**src/rtl/vga_arb_pkg.sv**
```systemverilog
// Shared constants and FSM encoding for the pixel memory arbiter.
package vga_arb_pkg;

    localparam int unsigned NREQ_DEF   = 4;
    localparam int unsigned AW_DEF     = 17;
    localparam int unsigned DW_DEF     = 12;
    localparam int unsigned RD_LAT_DEF = 2;

    typedef enum logic [1:0] {
        SCAN  = 2'd0,
        DRAIN = 2'd1,
        BLANK = 2'd2
    } arb_state_t;

endpackage

```
**src/rtl/rr_arbiter.sv**
```systemverilog
// Round-robin picker: first asserted request at or after rr_ptr, wrapping.
module rr_arbiter
    import vga_arb_pkg::*;
#(
    parameter int unsigned NREQ = NREQ_DEF
) (
    input  logic [NREQ-1:0]         req,
    input  logic [$clog2(NREQ)-1:0] rr_ptr,
    output logic [NREQ-1:0]         gnt,
    output logic [$clog2(NREQ)-1:0] idx
);

    localparam int unsigned IW = $clog2(NREQ);

    logic [IW-1:0] j;
    logic          found;

    always_comb begin
        gnt   = '0;
        idx   = '0;
        found = 1'b0;
        j     = '0;
        for (int unsigned off = 0; off < NREQ; off++) begin
            j = IW'((32'(rr_ptr) + off) % NREQ);
            if (!found && req[j]) begin
                found  = 1'b1;
                gnt[j] = 1'b1;
                idx    = j;
            end
        end
    end

endmodule

```
**src/rtl/pix_mem_arbiter.sv**
```systemverilog
// Single-port pixel memory arbiter: reads while scanning, writes only during blanking.
// Optional ARB_STATS_EN adds the stall_cnt/stall_last read-stall statistics.
module pix_mem_arbiter
    import vga_arb_pkg::*;
#(
    parameter int unsigned NREQ   = NREQ_DEF,
    parameter int unsigned AW     = AW_DEF,
    parameter int unsigned DW     = DW_DEF,
    parameter int unsigned RD_LAT = RD_LAT_DEF
) (
    input  logic                    pclk,
    input  logic                    reset,
    input  logic                    frame_blank,
    input  logic [NREQ-1:0]         req,
    input  logic [NREQ*AW-1:0]      req_addr,
    output logic [NREQ-1:0]         gnt,
    input  logic                    wr_req,
    input  logic [AW-1:0]           wr_addr,
    input  logic [DW-1:0]           wr_data,
    output logic                    wr_gnt,
    output logic                    mem_en,
    output logic                    mem_we,
    output logic [AW-1:0]           mem_addr,
    output logic [DW-1:0]           mem_wdata,
    input  logic [DW-1:0]           mem_rdata,
    output logic                    rvalid,
    output logic [$clog2(NREQ)-1:0] rid,
    output logic [DW-1:0]           rdata,
    output logic [1:0]              state
`ifdef ARB_STATS_EN
    ,
    output logic [15:0]             stall_cnt,
    output logic [15:0]             stall_last
`endif
);

    localparam int unsigned IW = $clog2(NREQ);

    arb_state_t                   cur_st;
    logic [IW-1:0]                rr_ptr;
    logic [RD_LAT-1:0]            tag_vld;
    logic [RD_LAT-1:0][IW-1:0]    tag_id;
    logic [NREQ-1:0]              arb_req;
    logic [NREQ-1:0]              arb_gnt;
    logic [IW-1:0]                arb_idx;
    logic                         wr_fire;
    logic                         rd_ok;
    logic                         rd_fire;
    logic                         pipe_empty;

    // Reads are held off in the SCAN cycle that sees blanking so DRAIN is bounded by RD_LAT.
    always_comb begin
        wr_fire = !reset && (cur_st == BLANK) && frame_blank && wr_req;
        rd_ok   = !reset && (((cur_st == SCAN) && !frame_blank) ||
                             ((cur_st == BLANK) && !wr_fire));
    end

    assign arb_req    = rd_ok ? req : '0;
    assign rd_fire    = |arb_gnt;
    assign pipe_empty = (tag_vld == '0);

    rr_arbiter #(.NREQ(NREQ)) u_rr (
        .req    (arb_req),
        .rr_ptr (rr_ptr),
        .gnt    (arb_gnt),
        .idx    (arb_idx)
    );

    assign gnt       = arb_gnt;
    assign wr_gnt    = wr_fire;
    assign mem_en    = wr_fire | rd_fire;
    assign mem_we    = wr_fire;
    assign mem_addr  = wr_fire ? wr_addr :
                       (rd_fire ? req_addr[32'(arb_idx) * AW +: AW] : '0);
    assign mem_wdata = wr_fire ? wr_data : '0;

    assign rvalid = !reset && tag_vld[RD_LAT-1];
    assign rid    = rvalid ? tag_id[RD_LAT-1] : '0;
    assign rdata  = rvalid ? mem_rdata : '0;
    assign state  = cur_st;

    // FSM, round-robin pointer and read-tag pipeline.
    always_ff @(posedge pclk) begin
        if (reset) begin
            cur_st  <= SCAN;
            rr_ptr  <= '0;
            tag_vld <= '0;
            tag_id  <= '0;
        end else begin
            case (cur_st)
                SCAN:    if (frame_blank) cur_st <= DRAIN;
                DRAIN:   if (pipe_empty) cur_st <= frame_blank ? BLANK : SCAN;
                BLANK:   if (!frame_blank) cur_st <= SCAN;
                default: cur_st <= SCAN;
            endcase
            if (rd_fire) begin
                rr_ptr <= (arb_idx == IW'(NREQ - 1)) ? '0 : arb_idx + 1'b1;
            end
            tag_vld[0] <= rd_fire;
            tag_id[0]  <= arb_idx;
            for (int i = 1; i < RD_LAT; i++) begin
                tag_vld[i] <= tag_vld[i-1];
                tag_id[i]  <= tag_id[i-1];
            end
        end
    end

`ifdef ARB_STATS_EN
    logic stall_now;

    assign stall_now = (cur_st == SCAN) && ((req & ~arb_gnt) != '0);

    // Saturating stall counter, snapshotted when the frame enters blanking.
    always_ff @(posedge pclk) begin
        if (reset) begin
            stall_cnt  <= '0;
            stall_last <= '0;
        end else if ((cur_st == SCAN) && frame_blank) begin
            stall_last <= stall_cnt;
            stall_cnt  <= '0;
        end else if (stall_now && (stall_cnt != 16'hFFFF)) begin
            stall_cnt <= stall_cnt + 16'd1;
        end
    end
`endif

endmodule

```
**config.mk**
```make
export PLATFORM = sky130hd
export DESIGN_NAME = pix_mem_arbiter
export DESIGN_NICKNAME = d
export VERILOG_FILES = /design/src/rtl/vga_arb_pkg.sv /design/src/rtl/rr_arbiter.sv /design/src/rtl/pix_mem_arbiter.sv
export SDC_FILE = /design/constraint.sdc
export NUM_CORES = 1
export LEC_CHECK = 0
export ABC_AREA = 0
export BUFFER_PORTS_ARGS = -buffer_cell sky130_fd_sc_hd__buf_2
export CORE_UTILIZATION = 38
export DETAILED_ROUTE_END_ITERATION = 7
export PLACE_DENSITY = 0.89
export SYNTH_ARGS = -nofsm -noshare
export SYNTH_HDL_FRONTEND = slang
export SYNTH_SLANG_ARGS = --single-unit
```
**constraint.sdc**
```tcl
create_clock -name pclk -period 6.81 [get_ports pclk]
set_input_delay 2.043 -clock pclk [delete_from_list [all_inputs] [get_ports pclk]]
set_output_delay 2.043 -clock pclk [all_outputs]
set_load 0.1 [all_outputs]
```
Word-level counts from Yosys, hierarchy flattened
Index checks and enable logic that the tools add are counted. Widths: inputs -> output; s select.

Output and inout bits: 53. Bits in registers: 10. Logic and storage cells: 93. Bits of input ports: 117.

Reduce and logical (&&, ||, !) cells: 25. Bitwise logic cells: 4. Multiply operators: 1. Muxes and demuxes: 39. Add/sub/neg operators: 4. Shifts and indexed selects: 1. $lt $le $gt $ge: 8. Equality and inequality tests: 6.

Operators with widths (count): $shiftx 68x8->17 (1); $mux 17 (2); $mux 12 (2); $mux 2 (10); $mux 4 (5); $logic_and 1x1->1 (14); $lt 2x3->1 const B (4); $or 4x4->4 (3); $mux 1 (11); $bmux 1 s2 (4); $demux 1 s2 (4); $ge 2x1->1 const B (4); $mul 2x5->7 const B (1); $logic_not 1->1 (6); $ne 2x2->1 const B (3); $pmux 2 s3 (1); $add 2x1->2 const B (2); $add 2x2->2 const B (2); $eq 2x2->1 const B (2); $logic_not 2->1 (2); $reduce_or 4->1 (1); $reduce_and 3->1 (1); $eq 2x1->1 const B (1); $logic_or 1x1->1 (1); $or 1x1->1 (1).

Longest topological paths before layout
Gate-level depths: netlist (run 1).

Word-level depth: 25. Depth in mapped cells: 13. Depth with buffers taken out: 9.

Hierarchy
Synthesis (run 1) repeated with hierarchy kept, for this count alone.

Cell total of the unflattened synthesis: 178. Area total of the unflattened synthesis: 1740.4 um^2.

By module, submodules not included: pix_mem_arbiter (seq. area each 200.2 um^2, area each 1251.2 um^2, instances 1, cells an instance 113); rr_arbiter (seq. area each 0.0 um^2, area each 489.2 um^2, instances 1, cells an instance 65).

Least setup slack after synthesis (run 1)
No wires, ideal clock.

Kind: input to output. From: input port req[3]. To: output port mem_addr[10]. Data required time: 4.767 ns. Path slack: -0.796 ns. Stages on the path: 9. Arrival time: 5.563 ns. Buffers on the path: 2. Cells stage by stage: clkbuf_1 > or3b_2 > or3_1 > a2111oi_0 > a311o_1 > nor4_4 > inv_2 > buf_6 > a22o_1.

Elaborated cells between the ends (all ways): 34. Those cells by class: mul (1); shift (1); mux (22); bitwise (3); reduce/logical (7).

RTL lines: start, declared (line pix_mem_arbiter.sv:14) `input logic [NREQ-1:0] req,`; $mux 4 (*) (line pix_mem_arbiter.sv:58) `assign arb_req = rd_ok ? req : '0;`; $bmux 1 s2 (line rr_arbiter.sv:25) `if (!found && req[j]) begin`; $mux 1 (implied by the code) (line rr_arbiter.sv:25); $mux 1 (line rr_arbiter.sv:25); $logic_not 1->1 (line rr_arbiter.sv:25); $logic_and 1x1->1 (line rr_arbiter.sv:25); $mux 1 (line rr_arbiter.sv:25); $logic_not 1->1 (line rr_arbiter.sv:25); $logic_and 1x1->1 (line rr_arbiter.sv:25); $mux 1 (line rr_arbiter.sv:25); $logic_not 1->1 (line rr_arbiter.sv:25); $logic_and 1x1->1 (line rr_arbiter.sv:25); $mux 4 (*) (line rr_arbiter.sv:25); named net gnt[2] (line pix_mem_arbiter.sv:16) `output logic [NREQ-1:0] gnt,`; $reduce_or 4->1 (*) (line pix_mem_arbiter.sv:59) `assign rd_fire = |arb_gnt;`; $mux 17 (*) (line pix_mem_arbiter.sv:74) `(rd_fire ? req_addr[32'(arb_idx) * AW +: AW] : '0);`; $mux 17 (*) (line pix_mem_arbiter.sv:73) `assign mem_addr = wr_fire ? wr_addr :`; end, declared (line pix_mem_arbiter.sv:23) `output logic [AW-1:0] mem_addr,`.

The timed path passes the listed nets; every way through them passes the cells marked *. The select of a mux whose other input is x is not followed.

Worst setup path in the final report (run 1)
From: input port req[3]. To: output port mem_addr[7].

Word-level cells in the longest chain between the ends: 17. Elaborated cells between the ends (all ways): 34. Those cells by class: mul (1); shift (1); mux (22); bitwise (3); reduce/logical (7).

Ends and longest elaborated chain (line): $mux 4 (*) (pix_mem_arbiter.sv:58); $bmux 1 s2 (rr_arbiter.sv:25); $mux 1 (implied by the code) (rr_arbiter.sv:25); $mux 1 (rr_arbiter.sv:25); $logic_not 1->1 (rr_arbiter.sv:25); $logic_and 1x1->1 (rr_arbiter.sv:25); $mux 1 (rr_arbiter.sv:25); $logic_not 1->1 (rr_arbiter.sv:25); $logic_and 1x1->1 (rr_arbiter.sv:25); $mux 1 (rr_arbiter.sv:25); $logic_not 1->1 (rr_arbiter.sv:25); $logic_and 1x1->1 (rr_arbiter.sv:25); $mux 2 (rr_arbiter.sv:25); $mul 2x5->7 (pix_mem_arbiter.sv:74); $shiftx 68x8->17 (pix_mem_arbiter.sv:74); $mux 17 (*) (pix_mem_arbiter.sv:74); $mux 17 (*) (pix_mem_arbiter.sv:73).

Mark *: on every way between the ends. The rest lies on a longest branch, timed or not. The select of a mux whose other input is x is not followed.

==> results of run 1 <==
[power by group through the flow]
stage / Sequential [uW] / Clock [uW] / Combinational, uW
2_1_floorplan: 91.8 / 0 / 694
3_3_place_gp: 80.5 / 0 / 961
3_5_place_dp: 81.3 / 0 / 978
4_1_cts: 80.3 / 73.4 / 982
5_1_grt: 82.7 / 78.1 / 1030
6_report: 80.5 / 73.2 / 991
[worst max-delay path: stages]
cell       delay, ns
buf_2           0.18
or3b_2          0.49
or3_1           0.39
a2111oi_0       0.51
a311o_2         0.24
nor4_4          0.06
inv_2           0.31
a22o_4          0.17
clkbuf_4        0.32
[layout make-up]
cell class	instances	area share, %
Sequential cell	10	6.39
Tap cell	52	2.08
Multi-Input combinational cell	179	51.5
Clock buffer	4	1.76
Inverter	8	0.958
Timing Repair Buffer	178	37.3
[logic make-up after synthesis]
group                      Yosys count  synth area share, %
buffers and inverters               29                 7.43
AOI/OAI and AO/OA                   47                 21.1
adders and majority gates            5                 3.41
muxes                               59                 33.1
and+or+nand+nor                     66                 23.6
DFF                                 10                 10.9
xor gates and xnor gates             1                0.477
[layer usage]
layer | wire, um | up-vias | global-route usage (%) | part of all wire (%)
met2 | 3490 | 146 | 47.4 | 51
li1 | - | 1144 | - | -
met4 | 258 | 0 | 10.2 | 3.8
met5 | 0 | - | 0 | 0
met3 | 429 | 28 | 2.53 | 6.3
met1 | 2670 | 1067 | 28.1 | 39
[final timing paths]
check        cells past startpoint     endpoint  slack, ns
max                              9  mem_addr[7]       0.05
min                              1    tag_id[3]       0.45
max reg2reg                      9    rr_ptr[0]       3.49
min reg2reg                      1    tag_id[3]       0.45
[through the flow]
stage	instance area [um2]	util, %
3_5_place_dp	3060	67.9
6_report	3130	69.6
4_1_cts	3110	69.1
2_1_floorplan	1910	-
3_3_place_gp	3060	67.9
5_1_grt	3130	69.6
[registers in the layout, summed over array words and instances, names as in the netlist]
name,count
tag_id,4
state,2
tag_vld,2
rr_ptr,2
[timing repair]
item                       4_1_cts  5_1_grt
buffers inserted                 0        0
resized for setup                1        3
pin swaps                        0        1
cloned                           0        1
hold buffers                     0        0
setup endpoints to repair        1       12
[layout by cell type, fill, tap and decap left out, types with 3 or more instances in the layout]
cell type | Yosys | final
nor2b_1 | 6 | 6
nor2_1 | 3 | 3
and3_1 | 5 | 5
mux2_2 | 3 | 3
buf_4 | 1 | 8
dfxtp_1 | 10 | 10
o311a_1 | 4 | 4
mux2i_1 | 55 | 55
and2_1 | 29 | 29
a22o_4 | 0 | 7
buf_2 | 6 | 152
or2b_1 | 3 | 3
a22o_2 | 0 | 10
a2111oi_0 | 5 | 3
inv_1 | 7 | 7
buf_12 | 0 | 17
clkbuf_8 | 0 | 4
ha_1 | 5 | 5
o21ai_0 | 4 | 4
nand2b_1 | 6 | 6
nand2_1 | 3 | 3
==> run_results.csv, run 1 <==
group,metric,value,unit
detailed_routing,routedWlPerCell,15.9,um
floorplanning,rows,24,
power,p_sw_share,59.4,%
synthesis,async_flop_share,0,%
power,power_frac_seq,7.0,%
clock_network,cts_buffers,3,
synthesis,netlist.area_leader.share,30.0,%
min_path,hold_path.class,"reg2reg",
power,power_switching,680,uW
layout,nets,502,
synthesis,synth_area_leader_cell,"mux2i_1",
global_routing,grt_overflow,0,
floorplanning,fp.dieArea,5110,um2
placement,routabilityCongestion,0.882,
synthesis,netlist_area,1840,um2
floorplanning,initial_core_util,40.7,%
layout,final_cells,431,
layout,multiInputGateArea,1620,um2
job,cap_violations,0,
placement,pre_cts_slack,-0.0147,ns
global_routing,grt_pass1_vias,2235,
clock_network,clock-sinks,10,
timing,setup_viol,0,
power,pwr-share-clk,6.4,%
layout,fillers,323,
floorplanning,fp.dieH,71.5,um
power,intPower,465,uW
timing,finalHoldViolations,0,
timing,fin_crit,6.76,ns
placement,io_buffers,169,
floorplanning,ios,170,
power,power_frac_comb,86.6,%
timing,period_share,99.3,%
synthesis,synth.most_common_cell,"mux2i_1",
global_routing,grt_pass1_wl,10200,um
power,power.density,365,nW/um2
floorplanning,core-area,4500,um2
detailed_routing,routed-via-count,2385,
critical_path,cp.arrival,4.72,ns
synthesis,avgSynthCellArea,8.46,um2
timing,rsz0062_at_grt,"yes",
layout,drive_gt1_share,56.7,%
detailed_routing,drtIter0Drc,117,
power,vdd_drop_max,247,uV
detailed_routing,drt-pass1-iter-count,4,
critical_path,cp.required,4.77,ns
power,power,1140,uW
floorplanning,dieWidth,71.5,um
synthesis,syn_nets,339,
synthesis,synth_commonest_cells,"mux2i_1, and2_1, a22o_1, clkbuf_1, dfxtp_1",
global_routing,antenna_found_initial,0,
timing,worst-slew-pin-transition,1.17,ns
synthesis,synth_cells,217,
layout,num_antenna_cells,0,
detailed_routing,wirelength,6850,um
critical_path,path_max_fanout,18,
timing,fmax,148,MHz
synthesis,ys_warn_count,0,
detailed_routing,viasPerCell,5.53,
layout,syn2layout_area_growth,70.8,%
placement,dp.cells,426,
synthesis,synth.area.top_cells,"mux2i_1, dfxtp_1, and2_1",
timing,finClkSkew,0.00325,ns
clock_network,cts_tree,"built",
placement,dp.final_hpwl,5480,um
critical_path,endpoint_kind,"output port",
clock_network,ctsRootBufferMaster,"clkbuf_8",
clock_network,h-tree-depth,1,
clock_network,clk_path_buf_depth,2,
timing,finalMaxSlewViolations,0,
critical_path,start_kind,"input pin",
critical_path,reg2reg_from,"rr_ptr[1]",
layout,regArea,200,um2
timing,whs,0.454,ns
critical_path,path_class,"in2out",
synthesis,ys_seq_elements,10,
timing,slew_headroom,21.5,%
timing,fin_ws,0.0511,ns
detailed_routing,ant_nets,0,
critical_path,cp-startpoint,"req[3]",
power,p_leak,0.00179,uW
synthesis,synth.distinct_cells,44,
min_path,hold_start,"tag_id[1]",
synthesis,synth_edf_count,0,
synthesis,ys.flop_type,"dfxtp_1",
global_routing,grtUsageTotal,24.9,%
synthesis,yosysSeqAreaShare,10.9,%
clock_network,clkTransAtPathRegs,0.05,ns
timing,timing.setup.tns,0,ns
outcome,status,"finished, final reports clean",
global_routing,grt_max_degree,33,
clock_network,worst_skew_pair.late_latency,0.23,ns
detailed_routing,drc_errors,0,
(Power assumes the default switching activity.)
==> run 2: changes to the inputs <==
--- a/config.mk
+++ b/config.mk
@@ -7,9 +7,10 @@
 export LEC_CHECK = 0
 export ABC_AREA = 0
 export BUFFER_PORTS_ARGS = -buffer_cell sky130_fd_sc_hd__buf_2
-export CORE_UTILIZATION = 38
+export CORE_UTILIZATION = 37
 export DETAILED_ROUTE_END_ITERATION = 7
 export PLACE_DENSITY = 0.89
 export SYNTH_ARGS = -nofsm -noshare
 export SYNTH_HDL_FRONTEND = slang
+export SYNTH_HIERARCHICAL = 1
 export SYNTH_SLANG_ARGS = --single-unit
==> run 2 against run 1 <==
Compared with the run above:
- the run now ends with design-rule violations, negative setup slack left
- sequential power grew 29%
- global-route usage rose by 1.8 points
- synthesized cell count decreased by 18%
- routed wire length up 2.0%
- largest cell class unchanged
- largest power group unchanged
==> run_results.csv, run 2 <==
group,metric,value,unit
synthesis,synth.area.top_cells,"mux4_2, mux4_1, dfxtp_1",
clock_network,clock-sinks,10,
layout,final_cells,413,
timing,worst-slew-pin-transition,0.780,ns
timing,whs,0.429,ns
global_routing,grtUsageTotal,26.6,%
critical_path,crit_chain,"buf_6, nand2b_4, a211oi_4, and2_2, and3b_1, o21ai_2, o31ai_4, buf_4, a221o_4, nor4_4, buf_4, a21oi_4, a22o_4, buf_12",
critical_path,cp_num_cells,14,
global_routing,grt_pass1_wl,10500,um
synthesis,netlist.area_leader.share,14.2,%
clock_network,worst_skew_pair.late_latency,0.24,ns
detailed_routing,wirelength,6990,um
global_routing,antenna_found_initial,0,
timing,finalHoldViolations,0,
placement,dp.final_hpwl,5110,um
critical_path,path_class,"in2out",
clock_network,cts_buffers,3,
layout,largest_register_ff_count,4,
outcome,violations,"design-rule violations, negative setup slack",
floorplanning,initial_core_util,39.2,%
critical_path,critPathTopFamily,"compound AO/OA/AOI/OAI gates",
synthesis,synth_fa_ha_area_share,4.31,%
clock_network,h-tree-depth,1,
layout,final_cell_mix,"buf_2, mux4_2, buf_12, buf_4, a22o_4",
detailed_routing,drtIter0Drc,108,
placement,io_buffers,169,
detailed_routing,routedWlPerCell,16.9,um
synthesis,synth_mux_area_share,29.5,%
floorplanning,dieWidth,70.6,um
synthesis,ys_seq_elements,10,
critical_path,r2r_cells,12,
synthesis,syn_nets,301,
synthesis,synth_cells,178,
timing,period_share,101,%
timing,finClkSkew,0.00169,ns
synthesis,synth_xor_area_share,0,%
timing,fin_crit,6.90,ns
critical_path,rrSetupSlack,3.25,ns
global_routing,grt_max_degree,21,
layout,nets,485,
synthesis,synth_compound_area_share,19.8,%
detailed_routing,routed-via-count,2282,
floorplanning,fp.dieH,70.6,um
layout,final_area,3350,um2
synthesis,synth_top_family_by_area,"multiplexers",
floorplanning,ios,170,
layout,num_antenna_cells,0,
detailed_routing,drt-pass1-iter-count,6,
placement,dp.cells,398,
synthesis,netlist_area,1740,um2
critical_path,reg2reg_to,"rr_ptr[1]",
synthesis,ys.flop_type,"dfxtp_1",
floorplanning,core-area,4440,um2
layout,top_register,"tag_id",
timing,fin_ws,-0.0932,ns
synthesis,yosysSeqAreaShare,11.5,%
synthesis,synth_commonest_cells,"a22o_1, and2_1, and3_1, mux4_2, nand2_1",
timing,fmax,145,MHz
timing,setup_viol,17,
synthesis,synth.distinct_cells,41,
timing,slew_headroom,47.9,%
synthesis,ys_warn_count,6,
floorplanning,rows,24,
layout,syn2layout_area_growth,92.2,%
synthesis,async_flop_share,0,%
power,power.density,538,nW/um2
clock_network,clk_path_buf_depth,2,
clock_network,ctsRootBufferMaster,"clkbuf_8",
layout,final_common_cell,"buf_2",
critical_path,crit_end,"mem_addr[0]",
detailed_routing,ant_nets,0,
critical_path,cp.required,4.77,ns
layout,fillers,317,
detailed_routing,drc_errors,26,
critical_path,cp-startpoint,"wr_req",
critical_path,cpPeakStageDelay,0.39,ns
critical_path,start_kind,"input pin",
critical_path,endpoint_kind,"output port",
global_routing,grt_pass1_vias,2208,
clock_network,clkTransAtPathRegs,0.05,ns
power,p_leak,0.00172,uW
critical_path,cp.arrival,4.86,ns
timing,rsz0062_at_grt,"yes",
synthesis,avgSynthCellArea,9.78,um2
power,vdd_drop_max,483,uV
floorplanning,fp.dieArea,4980,um2
clock_network,cts_tree,"built",
placement,routabilityCongestion,0.979,
critical_path,path_buf_inv,4,
critical_path,path_max_fanout,8,
synthesis,synth_edf_count,0,
critical_path,path_common_cell,"buf_4",
job,cap_violations,0,
critical_path,reg2reg_from,"rr_ptr[0]",
outcome,status,"finished with violations",
detailed_routing,viasPerCell,5.53,
critical_path,crit_slowest_cell,"a221o_4",
min_path,hold_path.class,"reg2reg",
synthesis,synthSimpleGateAreaFrac,26.4,%
synthesis,synth_area_leader_cell,"mux4_2",
timing,finalMaxSlewViolations,0,
layout,drive_gt1_share,72.9,%
timing,timing.setup.tns,-1.30,ns
global_routing,grt_overflow,0,
placement,place_area,2950,um2
[run 2: cell types whose count changed after synthesis, sizes merged, moves of 7 or more]
| cell | change |
|---|---|
| and2 | -10 |
| and3 | +7 |
| mux2i | -52 |
| mux4 | +19 |
| nand2 | +8 |
[run 2: cells by family after synthesis]
| family | Yosys count |
|---|---|
| compound gates | 43 |
| flops | 10 |
| fa+ha+maj | 6 |
| buf+inv | 23 |
| simple gates | 73 |
| mux | 23 |
[run 2: worst reg2reg max path, stage by stage, from the launching register on]
cell     delay (ns)
dfxtp_1        0.82
inv_1          0.20
ha_1           0.49
mux4_2         0.38
buf_4          0.17
nand2_1        0.05
o21ai_0        0.10
a221o_4        0.36
nor4_4         0.30
buf_4          0.19
buf_4          0.14
mux2i_1        0.18
nor2_1         0.06
[run 2: power breakdown]
part	switching, uW	leakage (uW)	internal (uW)	total [uW]
Sequential	29.8	0.0000818	73.9	104
Clock	25.8	0.0000288	51.0	76.8
Combinational	972	0.00161	648	1620
Total	1030	0.00172	773	1800
[run 2: layout make-up]
class                           instances  area (um2)  share of cell area [%]
Timing Repair Buffer                  197        1380                    41.2
Clock buffer                            4        55.1                    1.65
Sequential cell                        10         200                    5.98
Tap cell                               52        65.1                    1.94
Multi-Input combinational cell        146        1630                    48.8
Inverter                                4        15.0                   0.449
[run 2: through the flow]
stage / utilization, % / worst slack [ns] / power (uW)
after floorplan: - / -0.0668 / 1180
after global placement: 66.4 / -0.140 / 1420
after detailed placement: 66.4 / -0.245 / 1440
after CTS: 73.9 / -0.0179 / 1740
after global routing: 75.3 / -0.161 / 1860
final: 75.3 / -0.0932 / 1800
[run 2: worst min-delay path by stage]
stage	endpoint	cells past startpoint	startpoint	slack, ns
CTS	tag_id[2]	1	tag_id[0]	0.43
finish	tag_id[2]	1	tag_id[0]	0.43
floorplan	tag_id[2]	1	tag_id[0]	0.41
global route	tag_id[3]	1	tag_id[1]	0.46
detailed placement	tag_id[2]	1	tag_id[0]	0.42
global placement	tag_id[3]	1	tag_id[1]	0.42
[run 2: what timing repair did]
item                       in CTS  in global routing
gates resized for setup        64                 14
setup endpoints to repair      17                 18
setup buffers                   8                  1
hold buffers                    0                  0
pin swaps                      15                  9
gates cloned                    2                  0
[run 2: metal layers]
layer  GRT usage (%)  part of all wire [%]  vias to the layer above
met3            3.85                   7.6                        9
met5               0                     0                        -
met2            50.8                    55                      127
met4            8.00                   1.1                        0
li1                -                     -                     1056
met1            30.7                    37                     1090
==> run 3: changes to the inputs <==
--- a/config.mk
+++ b/config.mk
@@ -10,6 +10,8 @@
 export CORE_UTILIZATION = 37
 export DETAILED_ROUTE_END_ITERATION = 7
 export PLACE_DENSITY = 0.89
+export RECOVER_POWER = 25
+export SLEW_MARGIN = 30
 export SYNTH_ARGS = -nofsm -noshare
 export SYNTH_HDL_FRONTEND = slang
 export SYNTH_HIERARCHICAL = 1
==> run 3 against run 2 <==
Compared with the run above:
- the run still ends with design-rule violations, negative setup slack left
- sequential share of layout area barely moved
- die area unchanged
- via count is 0.66% lower
- critical path depth unchanged
- setup slack gained 0.0074 ns
- hold slack about the same
- final area down 0.19%
- global-route usage stayed put
- total power hardly changed
- critical path type unchanged
==> run_results.csv, run 3 (synthesized netlist as in run 2, its figures left out) <==
group,metric,value,unit
outcome,status,"finished with violations",
outcome,violations,"design-rule violations, negative setup slack",
clock_network,clock-sinks,10,
critical_path,endpoint_kind,"output port",
detailed_routing,drc_errors,26,
detailed_routing,drt-pass1-iter-count,6,
timing,whs,0.430,ns
timing,slew_headroom,23.1,%
critical_path,reg2reg_from,"rr_ptr[0]",
clock_network,cts_buffers,3,
timing,fmax,145,MHz
detailed_routing,viasPerCell,5.49,
job,cap_violations,0,
power,power_frac_seq,5.7,%
global_routing,grtUsageTotal,26.6,%
timing,rsz0062_at_grt,"yes",
clock_network,worst_skew_pair.late_latency,0.24,ns
floorplanning,core-area,4440,um2
floorplanning,ios,170,
power,vdd_drop_max,483,uV
timing,setup_viol,17,
min_path,hold_start,"tag_id[0]",
global_routing,grt_pass1_wl,10500,um
global_routing,grt_max_degree,21,
detailed_routing,wirelength,6970,um
power,p_sw_share,57.1,%
layout,largest_register_ff_count,4,
layout,drive_gt1_share,72.0,%
power,power_frac_comb,90.0,%
detailed_routing,routed-via-count,2267,
power,intPower,772,uW
floorplanning,dieWidth,70.6,um
detailed_routing,drtIter0Drc,113,
layout,final_cell_mix,"buf_2, mux4_2, buf_12",
global_routing,grt_overflow,0,
power,p_leak,0.00171,uW
critical_path,cp-startpoint,"wr_req",
placement,io_buffers,169,
critical_path,cp.arrival,4.85,ns
timing,finalMaxSlewViolations,0,
layout,fillers,321,
clock_network,clkTransAtPathRegs,0.05,ns
clock_network,clk_path_buf_depth,2,
detailed_routing,routedWlPerCell,16.9,um
layout,syn2layout_area_growth,91.9,%
layout,top_register,"tag_id",
critical_path,start_kind,"input pin",
timing,finalHoldViolations,0,
critical_path,r2r_cells,12,
clock_network,ctsHoldBuffers,0,
critical_path,cp.required,4.77,ns
clock_network,ctsRootBufferMaster,"clkbuf_8",
placement,routabilityCongestion,0.979,
min_path,hold_path.class,"reg2reg",
clock_network,h-tree-depth,1,
layout,num_antenna_cells,0,
timing,fin_crit,6.90,ns
placement,dp.final_hpwl,5110,um
global_routing,antenna_found_initial,0,
clock_network,cts_tree,"built",
timing,timing.setup.tns,-1.14,ns
floorplanning,rows,24,
global_routing,grt_pass1_vias,2208,
min_path,holdPathStages,1,
power,power.density,539,nW/um2
critical_path,path_max_fanout,8,
timing,period_share,101,%
timing,fin_ws,-0.0857,ns
floorplanning,fp.dieArea,4980,um2
detailed_routing,ant_nets,0,
timing,finClkSkew,0.00186,ns
critical_path,path_class,"in2out",
power,power_switching,1030,uW
layout,final_common_cell,"buf_2",
floorplanning,initial_core_util,39.2,%
power,pwr-share-clk,4.3,%
layout,nets,485,
floorplanning,fp.dieH,70.6,um
timing,worst-slew-pin-transition,1.16,ns
[run 3: cell count changes in the layout (fill, tap and decap cells not counted), sizes merged]
cell	previous run	this run
buf	197	194
clkbuf	4	7
[run 3: cell type report]
class	count	area [um2]	share of cell area, %
inverters	4	15.0	0.450
repair buffers	197	1370	41.1
multi-input cells	146	1630	48.9
flip-flops and latches	10	200	5.99
clock buffers	4	55.1	1.65
well taps	52	65.1	1.95
[run 3: path summary, 6_finish.rpt]
path                       to  slack [ns]
setup reg to reg    rr_ptr[1]        3.24
hold / removal      tag_id[2]        0.43
hold reg to reg     tag_id[2]        0.43
setup / recovery  mem_addr[0]       -0.09
[run 3: per-layer routing]
| metal | vias up | global-route usage [%] | part of all wire, % |
|---|---|---|---|
| met5 | - | 0 | 0 |
| met4 | 0 | 8.00 | 1.1 |
| met3 | 9 | 3.85 | 7.5 |
| met2 | 127 | 50.8 | 54 |
| met1 | 1074 | 30.7 | 37 |
| li1 | 1057 | - | - |
[run 3: worst max-delay path: stages]
cell and delay [ns]:
buf_6 0.09, nand2b_4 0.13, a211oi_4 0.28, and2_2 0.27, and3b_1 0.20, o21ai_2 0.16, o31ai_4 0.12, buf_4 0.15
a221o_4 0.39, nor4_4 0.30, buf_4 0.19, a21oi_4 0.08, a22o_4 0.27, buf_12 0.17
[run 3: power by group through the flow]
stage / clock, uW / sequential (uW) / combinational [uW]
6_report: 76.8 / 103 / 1620
5_1_grt: 80.7 / 107 / 1670
3_5_place_dp: 0 / 103 / 1340
2_1_floorplan: 0 / 97.8 / 1080
3_3_place_gp: 0 / 101 / 1320
4_1_cts: 77.1 / 104 / 1560
[run 3: stage by stage]
stage	instances	setup WS [ns]	power [uW]	instance area, um2	utilization [%]
global route	413	-0.161	1860	3340	75.1
global placement	398	-0.140	1420	2950	66.4
CTS	412	-0.0179	1740	3280	73.9
detailed placement	398	-0.245	1440	2950	66.4
finish	413	-0.0857	1800	3340	75.1
floorplan	178	-0.0668	1180	1950	-
[run 3: timing repair]
action | CTS | global route
endpoints found under the setup margin | 17 | 18
buffers inserted | 8 | 1
gates resized for setup | 64 | 14
gates cloned | 2 | 0
pin swaps | 15 | 9
